===== src/rtl/pll_rst_pkg.sv =====
// Shared types and defaults for the PLL reset sequencer (pll_rst_gen).
package pll_rst_pkg;

    typedef enum logic [2:0] {
        WAIT_LOCK = 3'd0,
        STABLE    = 3'd1,
        HOLD      = 3'd2,
        SEQ       = 3'd3,
        RUN       = 3'd4
    } pll_state_e;

    localparam int unsigned DEF_LOCK_STABLE_CYCLES = 64;
    localparam int unsigned DEF_RST_HOLD_CYCLES    = 16;
    localparam int unsigned DEF_SEQ_GAP_CYCLES     = 4;
    localparam int unsigned DEF_CNT_W              = 8;

    localparam int unsigned LLC_W = 8;

    function automatic int unsigned max3(input int unsigned a, input int unsigned b,
                                         input int unsigned c);
        int unsigned m;
        m = (a > b) ? a : b;
        return (m > c) ? m : c;
    endfunction

endpackage


===== src/rtl/rst_sync_2ff.sv =====
// Generic single-bit two-flop synchronizer with asynchronous active-low clear.
module rst_sync_2ff (
    input  logic clk,
    input  logic rst_n,
    input  logic d_i,
    output logic q_o
);

    logic meta_q;
    logic sync_q;

    always_ff @(posedge clk or negedge rst_n) begin
        if (!rst_n) begin
            meta_q <= 1'b0;
            sync_q <= 1'b0;
        end else begin
            meta_q <= d_i;
            sync_q <= meta_q;
        end
    end

    assign q_o = sync_q;

endmodule


===== src/rtl/pll_rst_gen.sv =====
// Sequenced reset generator behind the system PLL: sys_rst_n first, then cpu_rst_n.
// Define LOCK_LOSS_CNT_EN to add the saturating lock_loss_cnt output.
module pll_rst_gen
    import pll_rst_pkg::*;
#(
    parameter int unsigned LOCK_STABLE_CYCLES = DEF_LOCK_STABLE_CYCLES,
    parameter int unsigned RST_HOLD_CYCLES    = DEF_RST_HOLD_CYCLES,
    parameter int unsigned SEQ_GAP_CYCLES     = DEF_SEQ_GAP_CYCLES,
    parameter int unsigned CNT_W              = DEF_CNT_W
) (
    input  logic             clk,
    input  logic             rst_n,
    input  logic             pll_lock,
    input  logic             sw_rst_req,
    output logic             sys_rst_n,
    output logic             cpu_rst_n,
    output logic             rst_done
`ifdef LOCK_LOSS_CNT_EN
    ,
    output logic [LLC_W-1:0] lock_loss_cnt
`endif
);

    localparam int unsigned MAX_CYC = max3(LOCK_STABLE_CYCLES, RST_HOLD_CYCLES, SEQ_GAP_CYCLES);

    if (LOCK_STABLE_CYCLES < 1 || RST_HOLD_CYCLES < 1 || SEQ_GAP_CYCLES < 1) begin : g_cyc_check
        $error("pll_rst_gen: cycle parameters must be >= 1");
    end
    if (64'(MAX_CYC) >= (64'd1 << CNT_W)) begin : g_cnt_w_check
        $error("pll_rst_gen: CNT_W too narrow for the cycle parameters");
    end

    localparam logic [CNT_W-1:0] LOCK_LAST = CNT_W'(LOCK_STABLE_CYCLES - 1);
    localparam logic [CNT_W-1:0] HOLD_LAST = CNT_W'(RST_HOLD_CYCLES - 1);
    localparam logic [CNT_W-1:0] GAP_LAST  = CNT_W'(SEQ_GAP_CYCLES - 1);

    logic             lock_s;
    logic             lock_drop;
    pll_state_e       state_q, state_d;
    logic [CNT_W-1:0] cnt_q, cnt_d;
    logic             sys_rst_n_q, cpu_rst_n_q, rst_done_q;

    rst_sync_2ff u_lock_sync (
        .clk   (clk),
        .rst_n (rst_n),
        .d_i   (pll_lock),
        .q_o   (lock_s)
    );

    assign lock_drop = (state_q != WAIT_LOCK) && !lock_s;

    // Priority: lock loss, then software request, then counter advance.
    always_comb begin
        state_d = state_q;
        cnt_d   = cnt_q;
        unique case (state_q)
            WAIT_LOCK: begin
                if (lock_s) begin
                    state_d = STABLE;
                    cnt_d   = '0;
                end
            end
            STABLE: begin
                if (cnt_q == LOCK_LAST) begin
                    state_d = HOLD;
                    cnt_d   = '0;
                end else begin
                    cnt_d = cnt_q + CNT_W'(1);
                end
            end
            HOLD: begin
                if (sw_rst_req) begin
                    cnt_d = '0;
                end else if (cnt_q == HOLD_LAST) begin
                    state_d = SEQ;
                    cnt_d   = '0;
                end else begin
                    cnt_d = cnt_q + CNT_W'(1);
                end
            end
            SEQ: begin
                if (sw_rst_req) begin
                    state_d = HOLD;
                    cnt_d   = '0;
                end else if (cnt_q == GAP_LAST) begin
                    state_d = RUN;
                    cnt_d   = '0;
                end else begin
                    cnt_d = cnt_q + CNT_W'(1);
                end
            end
            RUN: begin
                if (sw_rst_req) begin
                    state_d = HOLD;
                    cnt_d   = '0;
                end
            end
            default: begin
                state_d = WAIT_LOCK;
                cnt_d   = '0;
            end
        endcase
        if (lock_drop) begin
            state_d = WAIT_LOCK;
            cnt_d   = '0;
        end
    end

    always_ff @(posedge clk or negedge rst_n) begin
        if (!rst_n) begin
            state_q     <= WAIT_LOCK;
            cnt_q       <= '0;
            sys_rst_n_q <= 1'b0;
            cpu_rst_n_q <= 1'b0;
            rst_done_q  <= 1'b0;
        end else begin
            state_q     <= state_d;
            cnt_q       <= cnt_d;
            sys_rst_n_q <= (state_d == SEQ) || (state_d == RUN);
            cpu_rst_n_q <= (state_d == RUN);
            rst_done_q  <= (state_d == RUN);
        end
    end

    assign sys_rst_n = sys_rst_n_q;
    assign cpu_rst_n = cpu_rst_n_q;
    assign rst_done  = rst_done_q;

`ifdef LOCK_LOSS_CNT_EN
    logic [LLC_W-1:0] llc_q, llc_d;

    always_comb begin
        llc_d = llc_q;
        if (lock_drop && (llc_q != '1)) begin
            llc_d = llc_q + LLC_W'(1);
        end
    end

    always_ff @(posedge clk or negedge rst_n) begin
        if (!rst_n) begin
            llc_q <= '0;
        end else begin
            llc_q <= llc_d;
        end
    end

    assign lock_loss_cnt = llc_q;
`endif

endmodule


===== config.mk =====
export PLATFORM = sky130hd
export DESIGN_NAME = pll_rst_gen
export DESIGN_NICKNAME = d
export VERILOG_FILES = /design/src/rtl/pll_rst_pkg.sv /design/src/rtl/rst_sync_2ff.sv /design/src/rtl/pll_rst_gen.sv
export SDC_FILE = /design/constraint.sdc
export NUM_CORES = 1
export LEC_CHECK = 0
export BUFFER_PORTS_ARGS = -buffer_cell sky130_fd_sc_hd__buf_2
export CORE_MARGIN = 8
export CORE_UTILIZATION = 51
export CTS_CLUSTER_SIZE = 30
export DETAILED_ROUTE_END_ITERATION = 10
export PLACE_DENSITY = 0.84
export SLEW_MARGIN = 0
export SYNTH_ARGS = -nofsm -noshare
export SYNTH_HDL_FRONTEND = slang
export SYNTH_SLANG_ARGS = --single-unit

===== constraint.sdc =====
create_clock -name clk -period 1.62 [get_ports clk]
set_clock_uncertainty 0.15 [all_clocks]
set_input_delay 0.243 -clock clk [delete_from_list [all_inputs] [get_ports clk]]
set_output_delay 0.243 -clock clk [all_outputs]
set_load 0.1 [all_outputs]

-- Yosys cells after proc, flatten, opt, wreduce, memory -nomap -nowiden
Index checks and enable logic that the tools add are counted.
- register bits: 15
- bits of input ports: 4
- add/sub/neg operators: 1
- equality and inequality tests: 11
- multiplexer cells: 18
- reductions and logical operators: 6
- operators by type and width (cell ; number):
    2-to-1 mux 8 bit ; 8
    case mux 8 bit (5 select lines) ; 1
    2-to-1 mux 3 bit ; 8
    case mux 3 bit (5 select lines) ; 1
    equality test 3 x 2 -> 1 bit (second input constant) ; 3
    adder 8 x 1 -> 8 bit (second input constant) ; 1
    equality test 8 x 2 -> 1 bit (second input constant) ; 1
    equality test 8 x 4 -> 1 bit (second input constant) ; 1
    equality test 8 x 6 -> 1 bit (second input constant) ; 1
    equality test 3 bit (second input constant) ; 2
    equality test 3 x 1 -> 1 bit (second input constant) ; 1
    zero test 3 bit ; 1
    != test 3 x 2 -> 1 bit (second input constant) ; 1
    != test 3 bit (second input constant) ; 1
    nonzero test 3 bit ; 1
    AND reduction 2 bit ; 1
    logical AND 1 bit ; 1
    zero test 1 bit ; 1
    logical OR 1 bit ; 1

-- Logic depth before layout (Yosys ltp)
Gate-level depths: netlist of run 1.
- word-level depth: 7
- gate-level depth with buffers: 6
- mapped depth without buffers: 6

-- Cells and area by module
Synthesis of run 1 repeated with hierarchy kept, for this count alone.
- cells, all modules: 104
- area, all modules: 985.9 um^2
- modules (own cells, without submodules) (module ; area an instance (um^2) ; instances ; seq. area each (um^2) ; cells an instance):
    pll_rst_gen ; 935.9 ; 1 ; 325.3 ; 102
    rst_sync_2ff ; 50.0 ; 1 ; 50.0 ; 2

-- Worst setup path before layout of run 1
No wires, ideal clock.
- path kind: reg2reg
- start: register cnt_q[0]
- end: register cnt_q[6]
- stages on the path, launching flop included: 7
- setup time: 66 ps
- data arrival time: 1568 ps
- path buffers: 0
- period minus slack after synthesis: 1785 ps
- data required time: 1404 ps
- slack: -165 ps
- cells stage by stage: dfrtp_1 ha_1 nor3b_1 a31o_4 a32oi_2 a21o_1 a22o_1
- word-level cells in the longest chain between the ends: 5
- elaborated cells on any way between the ends: 11
- RTL lines (what ; line ; source):
    start, declared ; pll_rst_gen.sv:40 ; logic [CNT_W-1:0] cnt_q, cnt_d;
    start signal, assigned ; pll_rst_gen.sv:118 ; cnt_q <= cnt_d;
    adder 8 x 1 -> 8 bit (tied with other cells) ; pll_rst_gen.sv:68, pll_rst_gen.sv:78, pll_rst_gen.sv:89 ;
    2-to-1 mux 8 bit (on tied branches) ; pll_rst_gen.sv:85, pll_rst_gen.sv:74 ;
    2-to-1 mux 8 bit (on tied branches) ; pll_rst_gen.sv:82, pll_rst_gen.sv:72 ;
    case mux 8 bit (5 select lines) * ; pll_rst_gen.sv:56 ; unique case (state_q)
    2-to-1 mux 8 bit * ; pll_rst_gen.sv:103 ; if (lock_drop) begin
Mark *: on every way between the ends. The rest lies on a longest branch, timed or not.
A chain may end at the register's enable or synchronous reset.

-- Worst setup path after layout of run 1
Same ends and word-level chain as after synthesis.

==> summary.md, run 1 <==
| Metric | Value |
|---|---|
| Initial core utilization | `52.5%` |
| Least-Margin Pin Slew | `0.486 ns` |
| Outcome | `complete, but fails checks` |
| Most frequent cells in the layout | `buf_4, dfrtp_1, nor2_1` |
| Lkg Pwr | `0.000549 µW` |
| Post-route DRC violation count | `0` |
| Clk pwr share | `28.5%` |
| Final max-slew violation count | `0` |
| Hpwl dp | `1.43 mm` |
| Total power | `~800 µW` |
| R2r startpoint | `cnt_q[0]$_DFFE_PN0P_` |
| Initial antenna violation count | `0` |
| Req. time, crit path | `1.70 ns` |
| Xor/xnor cell area share of the yosys netlist | `0.999%` |
| Ys flop type | `dfrtp_1` |
| #FFs+latches synth | `15` |
| Post-synthesis sequential area ratio | `42.8%` |
| Critical path class | `register to register` |
| DP Cell Count | `120` |
| Layout cells sized above 1 | `40.7%` |
| Ys Warns | `0` |
| Commonest non-fill, non-tap cell in the layout | `buf_4` |
| Violated checks | `setup timing` |
| Critical Path AT | `1.90 ns` |
| Final Routed Wirelength | `2.27 mm` |
| Avg WL per Cell | `16.8 µm` |
| GRT overflow | `0` |
| Final instance area | `1200 µm²` |
| Cell Pwr Density | `~670 nW/µm²` |
| Hold violation count in the final report | `0` |
| Comb pwr share | `19.3%` |
| Rows | `15` |
| Critical Path Source Type | `register` |
| Cell Int Power | `565 µW` |
| Worst Setup End Kind | `register` |
| # port buffers | `6` |
| RSZ-0062 raised after global routing | `true` |
| Die Wd | `57.5 µm` |
| Largest family of logic cells by synthesized area | `compound AO/OA/AOI/OAI gates` |
| DR pass1 iterations | `4` |
| P&R area growth vs syn | `36.9%` |
| CTS clk-pin slew, worst paths | `0.10 ns` |
| Simple-Gate Fraction of Synth Area | `22.0%` |
| Crit Path Max Fanout | `8` |
| Synth Area in Compound Gates | `a little over a quarter` |
| Switching Fraction | `29.3%` |
| Psw | `234 µW` |
| Cell area after placement | `1030 µm²` |
| Number of clock sinks | `15` |
| Cell area after synthesis | `a little under 900 µm²` |
| Cts bufs inserted | `3` |
| First-pass GRT wire length | `~3.6 mm` |
| TritonCTS clock tree | `done` |
| Hold Path Origin | `sw_rst_req` |
| Total GRT Usage | `14.4%` |
| Die area | `3300 µm²` |
| Die Ht | `57.5 µm` |
| Core Area | `~1700 µm²` |
| Post-synthesis adder-cell area fraction | `between 1 and 1.5%` |
| Final setup violation count | `11` |
| GPL Wtd Cong | `0.787` |
| H-tree depth | `1` |
| Io pins | `7` |
| DRT iter0 DRCs | `20` |
| Crit. Startpoint | `cnt_q[0]$_DFFE_PN0P_` |
| Final period util | `113%` |
| Hold Path Class | `input pin to register` |
| Largest net degree at the start of global routing | `16` |
| Worst-Skew Late Latency | `0.30 ns` |
| Vias after detailed routing | `823` |
| Synth async-reset ratio | `100%` |
| Slew margin rel. | `67.8%` |
| Synth Instances | `86` |
| Min Tclk post-route | `1.82 ns` |
| Highest clock rate | `548 MHz` |
| Setup ws final | `-0.204 ns` |
| Post-DRT Antenna Nets | `0` |
| Non-Filler Instances | `around 140` |
| Via density | `6.10` |
| Distinct cell type count after synthesis | `34` |
| IR drop worst, VDD | `just over 0.7 mV` |
| Multiplexer share of the synthesized area | `1.28%` |
| Clk Tree Root Cell | `clkbuf_4` |
| Avg Inst Size Synth | `10.2 µm²` |
| Max cap viols | `0` |
| Max Buffers Root-to-Sink | `2` |
| Diode count | `0` |
| EDFF count, synth | `0` |
| Post-Syn Nets | `91` |
| Vias in the first global route | `just under 800` |
| Sequential share of power | `52.1%` |
| Nets@finish | `124` |
cells in the mapped netlist, types with 2 or more instances:
| master | instances | share of area, % |
|---|---|---|
| a21o_1 | 4 | 3.4 |
| a21oi_1 | 6 | 3.4 |
| a22o_1 | 4 | 4.0 |
| and2_1 | 2 | 1.4 |
| and3_1 | 2 | 1.4 |
| dfrtp_1 | 15 | 43 |
| inv_1 | 4 | 1.7 |
| nand2_1 | 4 | 1.7 |
| nand2b_1 | 3 | 2.1 |
| nand3_1 | 4 | 2.3 |
| nand4bb_1 | 2 | 2.6 |
| nor2_1 | 11 | 4.7 |
| o21ai_0 | 2 | 1.1 |
| o21ai_1 | 3 | 1.7 |
through the flow:
| step | worst slack (ns) | utilization, % | setup TNS [ns] | hold WS (ns) |
|---|---|---|---|---|
| 2_1_floorplan | -0.0919 | - | -0.242 | -0.203 |
| 3_3_place_gp | -0.0964 | 61.6 | -0.490 | 0.00362 |
| 3_5_place_dp | -0.191 | 61.6 | -1.04 | 0.0112 |
| 4_1_cts | -0.189 | 68.5 | -1.19 | 0.199 |
| 5_1_grt | -0.249 | 71.9 | -2.29 | 0.239 |
| 6_report | -0.204 | 71.9 | -1.54 | 0.197 |
per-layer routing:
metal  vias up  wire length, µm  track usage [%]
li1        384                -                -
met1       391              944             16.5
met2        39             1120             22.5
met3         9              125             2.69
met4         0               82             12.1
met5         -                0                0
worst max-delay path, cell delays in order, from the launching register on:
cell     delay [ns]
dfrtp_1        0.43
ha_4           0.19
nor3b_4        0.15
a31o_4         0.26
a32oi_4        0.27
a21o_1         0.17
a22o_1         0.12
path summary, 6_finish.rpt:
path | slack [ns] | end | cells past startpoint
hold / removal | 0.20 | state_q[0]$_DFF_PN0_ | 4
hold reg to reg | 0.24 | u_lock_sync.q_o$_DFF_PN0_ | 0
min in group asynchronous | 0.23 | cnt_q[0]$_DFFE_PN0P_ | 2
setup / recovery | -0.20 | cnt_q[6]$_DFFE_PN0P_ | 6
max in group asynchronous | 0.79 | rst_done$_DFF_PN0_ | 2
setup reg to reg | -0.20 | cnt_q[6]$_DFFE_PN0P_ | 6
power groups by stage:
stage / combinational [µW] / sequential [µW] / clock [µW]
after floorplan: 82.3 / 408 / 0
after global placement: 121 / 415 / 0
after detailed placement: 127 / 417 / 0
after CTS: 144 / 415 / 228
after global routing: 168 / 419 / 243
final: 154 / 417 / 228
flip-flops by register name, summed over array words and instances, names as in the netlist:
| register | flops |
|---|---|
| sys_rst_n | 1 |
| state_q | 3 |
| u_lock_sync.q_o | 1 |
| u_lock_sync.meta_q | 1 |
| cnt_q | 8 |
| rst_done | 1 |
area by class of cell:
type | count | area (µm²)
clock buffers | 4 | 26.3
repair buffers | 31 | 223
flip-flops and latches | 15 | 379
inverters | 4 | 15.0
fillers | 115 | 469
well taps | 17 | 21.3
multi-input cells | 64 | 537
cells by family (layout without fill, tap and decap cells):
logic type      Yosys count  in the layout
flops                    15             15
xor+xnor                  1              1
mux                       1              1
fa+ha+maj                 1              1
buf+inv                   7             39
compound gates           28             28
simple gates             33             33
timing repair:
action	4_1_cts	5_1_grt
buffers inserted	3	6
hold buffers	2	0
resized for setup	5	4
endpoints found under the setup margin	11	13
endpoints found under the hold margin	16	0
pin swaps	8	10
Power figures use the tool's default switching activity.
==> inputs of run 2 (changes only) <==
- CELL_PAD_IN_SITES_DETAIL_PLACEMENT: default -> 0
- CELL_PAD_IN_SITES_GLOBAL_PLACEMENT: default -> 1
- CORE_ASPECT_RATIO: default -> 1.4
- CORE_MARGIN: 8 -> default
- CORE_UTILIZATION: 51 -> 40
- RECOVER_POWER: default -> 50
==> run 2 against run 1 <==
Against the previous run:
- the run still ends with setup timing left
- global-route usage is 3.8 points higher
- hold slack better by 0.017 ns
- cell count increased by 2.2%
- critical path depth did not move
- power fell by 0.28%
- critical path type unchanged
- wire length decreased by 10%
- highest routed layer unchanged
- sequential share of layout area decreased by 0.58 points
- count of clock-buffer cells in the layout down 1
- setup slack gained 0.038 ns
- combinational power increased by 5%
- final area up 1.9%
==> summary.md, run 2 (synthesized netlist as in run 1, its figures left out) <==
| Metric | Value |
|---|---|
| Slew margin rel. | `46.5% (was 67.8%)` |
| Most frequent cells in the layout | `buf_4, dfrtp_1, nor2_1 (unchanged)` |
| Area of the multi-input gates | `556 µm² (was 537 µm²)` |
| Outcome | `complete, but fails checks (unchanged)` |
| Req. time, crit path | `1.68 ns (was 1.70 ns)` |
| Largest net degree at the start of global routing | `16 (unchanged)` |
| Comb pwr share | `20.3% (was 19.3%)` |
| DR pass1 iterations | `4 (unchanged)` |
| Least-Margin Pin Slew | `0.803 ns (was 0.486 ns)` |
| RSZ-0062 raised after global routing | `true (unchanged)` |
| Final max-slew violation count | `0 (unchanged)` |
| Cell Pwr Density | `651 nW/µm² (was 665 nW/µm²)` |
| Psw | `228 µW (was 234 µW)` |
| IR drop worst, VDD | `0.551 mV (was 0.707 mV)` |
| H-tree depth | `1 (unchanged)` |
| Core Area | `2020 µm² (was 1670 µm²)` |
| Hold violation count in the final report | `0 (unchanged)` |
| TritonCTS clock tree | `done (unchanged)` |
| Die area | `2390 µm² (was 3300 µm²)` |
| GRT overflow | `0 (unchanged)` |
| Hpwl dp | `1.47 mm (was 1.43 mm)` |
| P&R area growth vs syn | `39.5% (was 36.9%)` |
| Max cap viols | `0 (unchanged)` |
| Flip-flop and latch area | `379 µm² (unchanged)` |
| # port buffers | `6 (unchanged)` |
| Initial antenna violation count | `0 (unchanged)` |
| Final Routed Wirelength | `2.04 mm (was 2.27 mm)` |
| Max Buffers Root-to-Sink | `2 (unchanged)` |
| Vias after detailed routing | `788 (was 823)` |
| Rows | `19 (was 15)` |
| Clk pwr share | `27.8% (was 28.5%)` |
| First-pass GRT wire length | `3.43 mm (was 3.62 mm)` |
| Avg WL per Cell | `14.8 µm (was 16.8 µm)` |
| Diode count | `0 (unchanged)` |
| Layout cells sized above 1 | `41.9% (was 40.7%)` |
| Critical path class | `register to register (unchanged)` |
| Hold Path Class | `register to register (was input pin to register)` |
| Post-DRT Antenna Nets | `0 (unchanged)` |
| Min Tclk post-route | `1.79 ns (was 1.82 ns)` |
| Sequential share of power | `51.9% (was 52.1%)` |
| Final core occ | `60.6% (was 71.9%)` |
| CTS clk-pin slew, worst paths | `0.10 ns (about the same)` |
| Final setup violation count | `11 (unchanged)` |
| GPL Wtd Cong | `0.863 (was 0.787)` |
| Largest register FFs | `8 (unchanged)` |
| Lkg Pwr | `0.000561 µW (was 0.000549 µW)` |
| Clk Tree Root Cell | `clkbuf_4 (unchanged)` |
| Cell Int Power | `569 µW (was 565 µW)` |
| Fin Setup TNS | `-0.950 ns (was -1.54 ns)` |
| Biggest register | `cnt_q (unchanged)` |
| Commonest non-fill, non-tap cell in the layout | `buf_4 (unchanged)` |
| Cts bufs inserted | `3 (unchanged)` |
| Crit Path Max Fanout | `3 (was 8)` |
| Critical Path AT | `1.85 ns (was 1.90 ns)` |
| DRT iter0 DRCs | `16 (was 20)` |
| Total GRT Usage | `18.2% (was 14.4%)` |
| Fillcell total | `154 (was 115)` |
| Initial core utilization | `43.4% (was 52.5%)` |
| Worst Setup End Kind | `register (unchanged)` |
| Violated checks | `setup timing (unchanged)` |
| Io pins | `7 (unchanged)` |
| Number of clock sinks | `15 (unchanged)` |
| Switching Fraction | `28.6% (was 29.3%)` |
| Setup ws final | `-0.166 ns (was -0.204 ns)` |
| Biggest regs | `cnt_q (8), state_q (3) (unchanged)` |
| Final period util | `110% (was 113%)` |
| Vias in the first global route | `766 (was 792)` |
| Cells on worst reg2reg path | `6 (unchanged)` |
| Nets@finish | `123 (was 124)` |
| Die Wd | `41.6 µm (was 57.5 µm)` |
| Post-route DRC violation count | `0 (unchanged)` |
| Die Ht | `57.4 µm (was 57.5 µm)` |
| Hold Path Stages | `0 (was 4)` |
| Highest clock rate | `560 MHz (was 548 MHz)` |
| Via density | `5.71 (was 6.10)` |
| Worst-Skew Late Latency | `0.28 ns (was 0.30 ns)` |
| Critical Path Source Type | `register (unchanged)` |
-- run 2: cell type report --
class / count / share of cell area [%]
clock inverter: 1 / 0.613
clock buffer: 3 / 1.84
timing repair buffer: 30 / 17.8
tap: 21 / 2.15
sequential: 15 / 31.0
inverter: 4 / 1.23
multi-input combinational: 64 / 45.4
-- run 2: metrics by stage --
| step | total power (µW) | area [µm²] | instances | hold slack, ns | worst slack (ns) |
|---|---|---|---|---|---|
| final | 797 | 1220 | 138 | 0.214 | -0.166 |
| after global routing | 841 | 1220 | 138 | 0.243 | -0.226 |
| after CTS | 786 | 1190 | 134 | 0.207 | -0.154 |
| after detailed placement | 546 | 1040 | 125 | 0.00700 | -0.157 |
| after global placement | 540 | 1040 | 125 | 0.00331 | -0.117 |
| after floorplan | 491 | 897 | 86 | -0.203 | -0.0919 |
-- run 2: power groups by stage --
stage | clock [µW] | combinational (µW) | sequential [µW]
global route | 245 | 179 | 416
floorplan | 0 | 82.3 | 408
global placement | 0 | 126 | 414
CTS | 223 | 150 | 413
finish | 221 | 162 | 414
detailed placement | 0 | 130 | 416
-- run 2: what timing repair did --
item	CTS	global route
hold buffers	2	0
pin swaps	8	6
endpoints found under the setup margin	13	13
setup buffers	3	4
endpoints found under the hold margin	16	0
resized for setup	10	3
-- run 2: final timing paths --
path | start | to | slack (ns)
max | cnt_q[4]$_DFFE_PN0P_ | sys_rst_n$_DFF_PN0_ | -0.17
min | u_lock_sync.meta_q$_DFF_PN0_ | u_lock_sync.q_o$_DFF_PN0_ | 0.21
max reg2reg | cnt_q[4]$_DFFE_PN0P_ | sys_rst_n$_DFF_PN0_ | -0.17
min reg2reg | u_lock_sync.meta_q$_DFF_PN0_ | u_lock_sync.q_o$_DFF_PN0_ | 0.21
max in group asynchronous | rst_n | rst_done$_DFF_PN0_ | 0.33
min in group asynchronous | rst_n | u_lock_sync.meta_q$_DFF_PN0_ | 0.45
-- run 2: metal layers --
layer	global-route usage, %	part of all wire (%)	wire length, µm
met5	0	0	0
met4	6.45	2.2	45
met3	1.27	2.5	50
met2	33.3	54	1100
met1	22.2	41	842
-- run 2: critical path: stages, from the launching register on --
cell     delay, ns
dfrtp_2       0.45
nor4_4        0.34
buf_4         0.18
a21oi_1       0.07
nor4_1        0.24
nor2_1        0.11
o22ai_1       0.17
==> inputs of run 3 (changes only) <==
- REMOVE_ABC_BUFFERS: default -> 1
==> run 3 against run 2 <==
Against the previous run:
- via count is 1.0% higher
- largest cell class unchanged
- combinational power up 7%
- first-iteration DRC count increased by 38%
- largest power group unchanged
- register-to-register slack about the same
- the flow still finishes with violations (setup timing)
==> summary.md, run 3 (synthesized netlist as in run 1, its figures left out) <==
| Metric | Value |
|---|---|
| Outcome | `complete, but fails checks (unchanged)` |
| Violated checks | `setup timing (unchanged)` |
| Worst Setup End Kind | `register (unchanged)` |
| Largest register FFs | `8 (unchanged)` |
| Area of the multi-input gates | `572 µm² (was 556 µm²)` |
| # port buffers | `6 (unchanged)` |
| Hold Path Origin | `u_lock_sync.meta_q$_DFF_PN0_ (unchanged)` |
| Post-DRT Antenna Nets | `0 (unchanged)` |
| Crit Path Max Fanout | `3 (unchanged)` |
| Total power | `804 µW (was 797 µW)` |
| Non-Filler Instances | `141 (was 138)` |
| Final Routed Wirelength | `2.31 mm (was 2.04 mm)` |
| DRT iter0 DRCs | `22 (was 16)` |
| Commonest non-fill, non-tap cell in the layout | `buf_4 (unchanged)` |
| IR drop worst, VDD | `0.593 mV (was 0.551 mV)` |
| Highest clock rate | `564 MHz (was 560 MHz)` |
| GPL Wtd Cong | `0.863 (about the same)` |
| Worst hold slack | `0.232 ns (was 0.214 ns)` |
| Rows | `19 (unchanged)` |
| Flip-flop and latch area | `377 µm² (was 379 µm²)` |
| Total GRT Usage | `21.6% (was 18.2%)` |
| Nets@finish | `126 (was 123)` |
| CTS clk-pin slew, worst paths | `0.09 ns (was 0.10 ns)` |
| DR pass1 iterations | `4 (unchanged)` |
| Slew margin rel. | `45.4% (was 46.5%)` |
| Crit. Startpoint | `cnt_q[5]$_DFFE_PN0P_ (was cnt_q[4]$_DFFE_PN0P_)` |
| Largest net degree at the start of global routing | `16 (unchanged)` |
| Die Wd | `41.6 µm (unchanged)` |
| DP Cell Count | `133 (was 125)` |
| Cell area after placement | `1080 µm² (was 1040 µm²)` |
| Vias in the first global route | `840 (was 766)` |
| Cts bufs inserted | `3 (unchanged)` |
| Hold Path Class | `register to register (unchanged)` |
| Setup ws final | `-0.154 ns (was -0.166 ns)` |
| First-pass GRT wire length | `3.84 mm (was 3.43 mm)` |
| Vias after detailed routing | `796 (was 788)` |
| P&R area growth vs syn | `42.9% (was 39.5%)` |
| Max cap viols | `0 (unchanged)` |
| Final instance area | `1250 µm² (was 1220 µm²)` |
| Least-Margin Pin Slew | `0.820 ns (was 0.803 ns)` |
| Number of clock sinks | `15 (unchanged)` |
| Most frequent cells in the layout | `buf_4, dfrtp_1, nor2_1 (unchanged)` |
| Diode count | `0 (unchanged)` |
| Fillcell total | `176 (was 154)` |
| Biggest regs | `cnt_q (8), state_q (3) (unchanged)` |
| Req. time, crit path | `1.64 ns (was 1.68 ns)` |
| Layout cells sized above 1 | `44.2% (was 41.9%)` |
| Hpwl dp | `1.56 mm (was 1.47 mm)` |
| Lkg Pwr | `0.000576 µW (was 0.000561 µW)` |
| Post-route DRC violation count | `0 (unchanged)` |
| Critical Path Source Type | `register (unchanged)` |
| Via density | `5.65 (was 5.71)` |
| Hold violation count in the final report | `0 (unchanged)` |
| Final period util | `109% (was 110%)` |
| Core Area | `2020 µm² (unchanged)` |
| Final setup violation count | `11 (unchanged)` |
| Avg WL per Cell | `16.4 µm (was 14.8 µm)` |
| Biggest register | `cnt_q (unchanged)` |
| H-tree depth | `1 (unchanged)` |
| Critical path class | `register to register (unchanged)` |
| RSZ-0062 raised after global routing | `true (unchanged)` |
| Final max-slew violation count | `0 (unchanged)` |
| R2r startpoint | `cnt_q[5]$_DFFE_PN0P_ (was cnt_q[4]$_DFFE_PN0P_)` |
| GRT overflow | `0 (unchanged)` |
| Initial core utilization | `43.4% (unchanged)` |
| Cell Pwr Density | `642 nW/µm² (was 651 nW/µm²)` |
| Final core occ | `62.0% (was 60.6%)` |
| Worst-Skew Late Latency | `0.29 ns (was 0.28 ns)` |
| Initial antenna violation count | `0 (unchanged)` |
| Die area | `2390 µm² (unchanged)` |
| Min Tclk post-route | `1.77 ns (was 1.79 ns)` |
| Io pins | `7 (unchanged)` |
| Die Ht | `57.4 µm (unchanged)` |
| TritonCTS clock tree | `done (unchanged)` |
| Critical Path AT | `1.79 ns (was 1.85 ns)` |
| Clk Tree Root Cell | `clkbuf_4 (unchanged)` |
| Max Buffers Root-to-Sink | `2 (unchanged)` |
## run 3: timing repair
action / CTS / global route
pin swaps: 11 / 4
endpoints found under the hold margin: 16 / 0
hold buffers: 2 / 0
gates resized for setup: 15 / 2
buffers inserted: 3 / 0
endpoints found under the setup margin: 13 / 13
cloned: 0 / 0
## run 3: final timing paths
path                                              to  slack [ns]  cells past startpoint
setup / recovery                 sys_rst_n$_DFF_PN0_       -0.15                      6
hold / removal             u_lock_sync.q_o$_DFF_PN0_        0.23                      0
setup reg to reg                 sys_rst_n$_DFF_PN0_       -0.15                      6
hold reg to reg            u_lock_sync.q_o$_DFF_PN0_        0.23                      0
max in group asynchronous       cnt_q[5]$_DFFE_PN0P_        0.35                      2
min in group asynchronous         rst_done$_DFF_PN0_        0.41                      2
## run 3: report_power, final
group	switching [µW]	internal (µW)	total [µW]
registers	24.5	389	413
clock network	126	91.9	218
logic	85.0	88.3	173
## run 3: worst max-delay path, cell delays in order (launching register included)
cell and delay, ns:
dfrtp_2 0.44, nor4_4 0.31, buf_4 0.19, and2_4 0.17
a31o_1 0.16, a21o_1 0.14, o22ai_1 0.09
## run 3: cell type report
cell class	count	share of cell area [%]
inverters	4	1.20
clock buffers	3	1.80
multi-input cells	64	45.6
flip-flops and latches	15	30.0
clock inverters	1	0.399
well taps	21	2.10
repair buffers	33	18.9
## run 3: per-stage QoR
stage,setup TNS (ns),setup slack (ns)
after floorplan,-1.30,-0.252
after global placement,-1.37,-0.224
after detailed placement,-2.53,-0.347
after CTS,-0.963,-0.137
after global routing,-1.91,-0.237
final,-1.13,-0.154
## run 3: per-layer routing
layer	up-vias	wire (µm)	GRT usage, %
met3	8	43	3.16
met2	16	1250	35.0
met4	0	78	16.1
met5	-	0	0
met1	385	935	25.4
li1	387	-	-
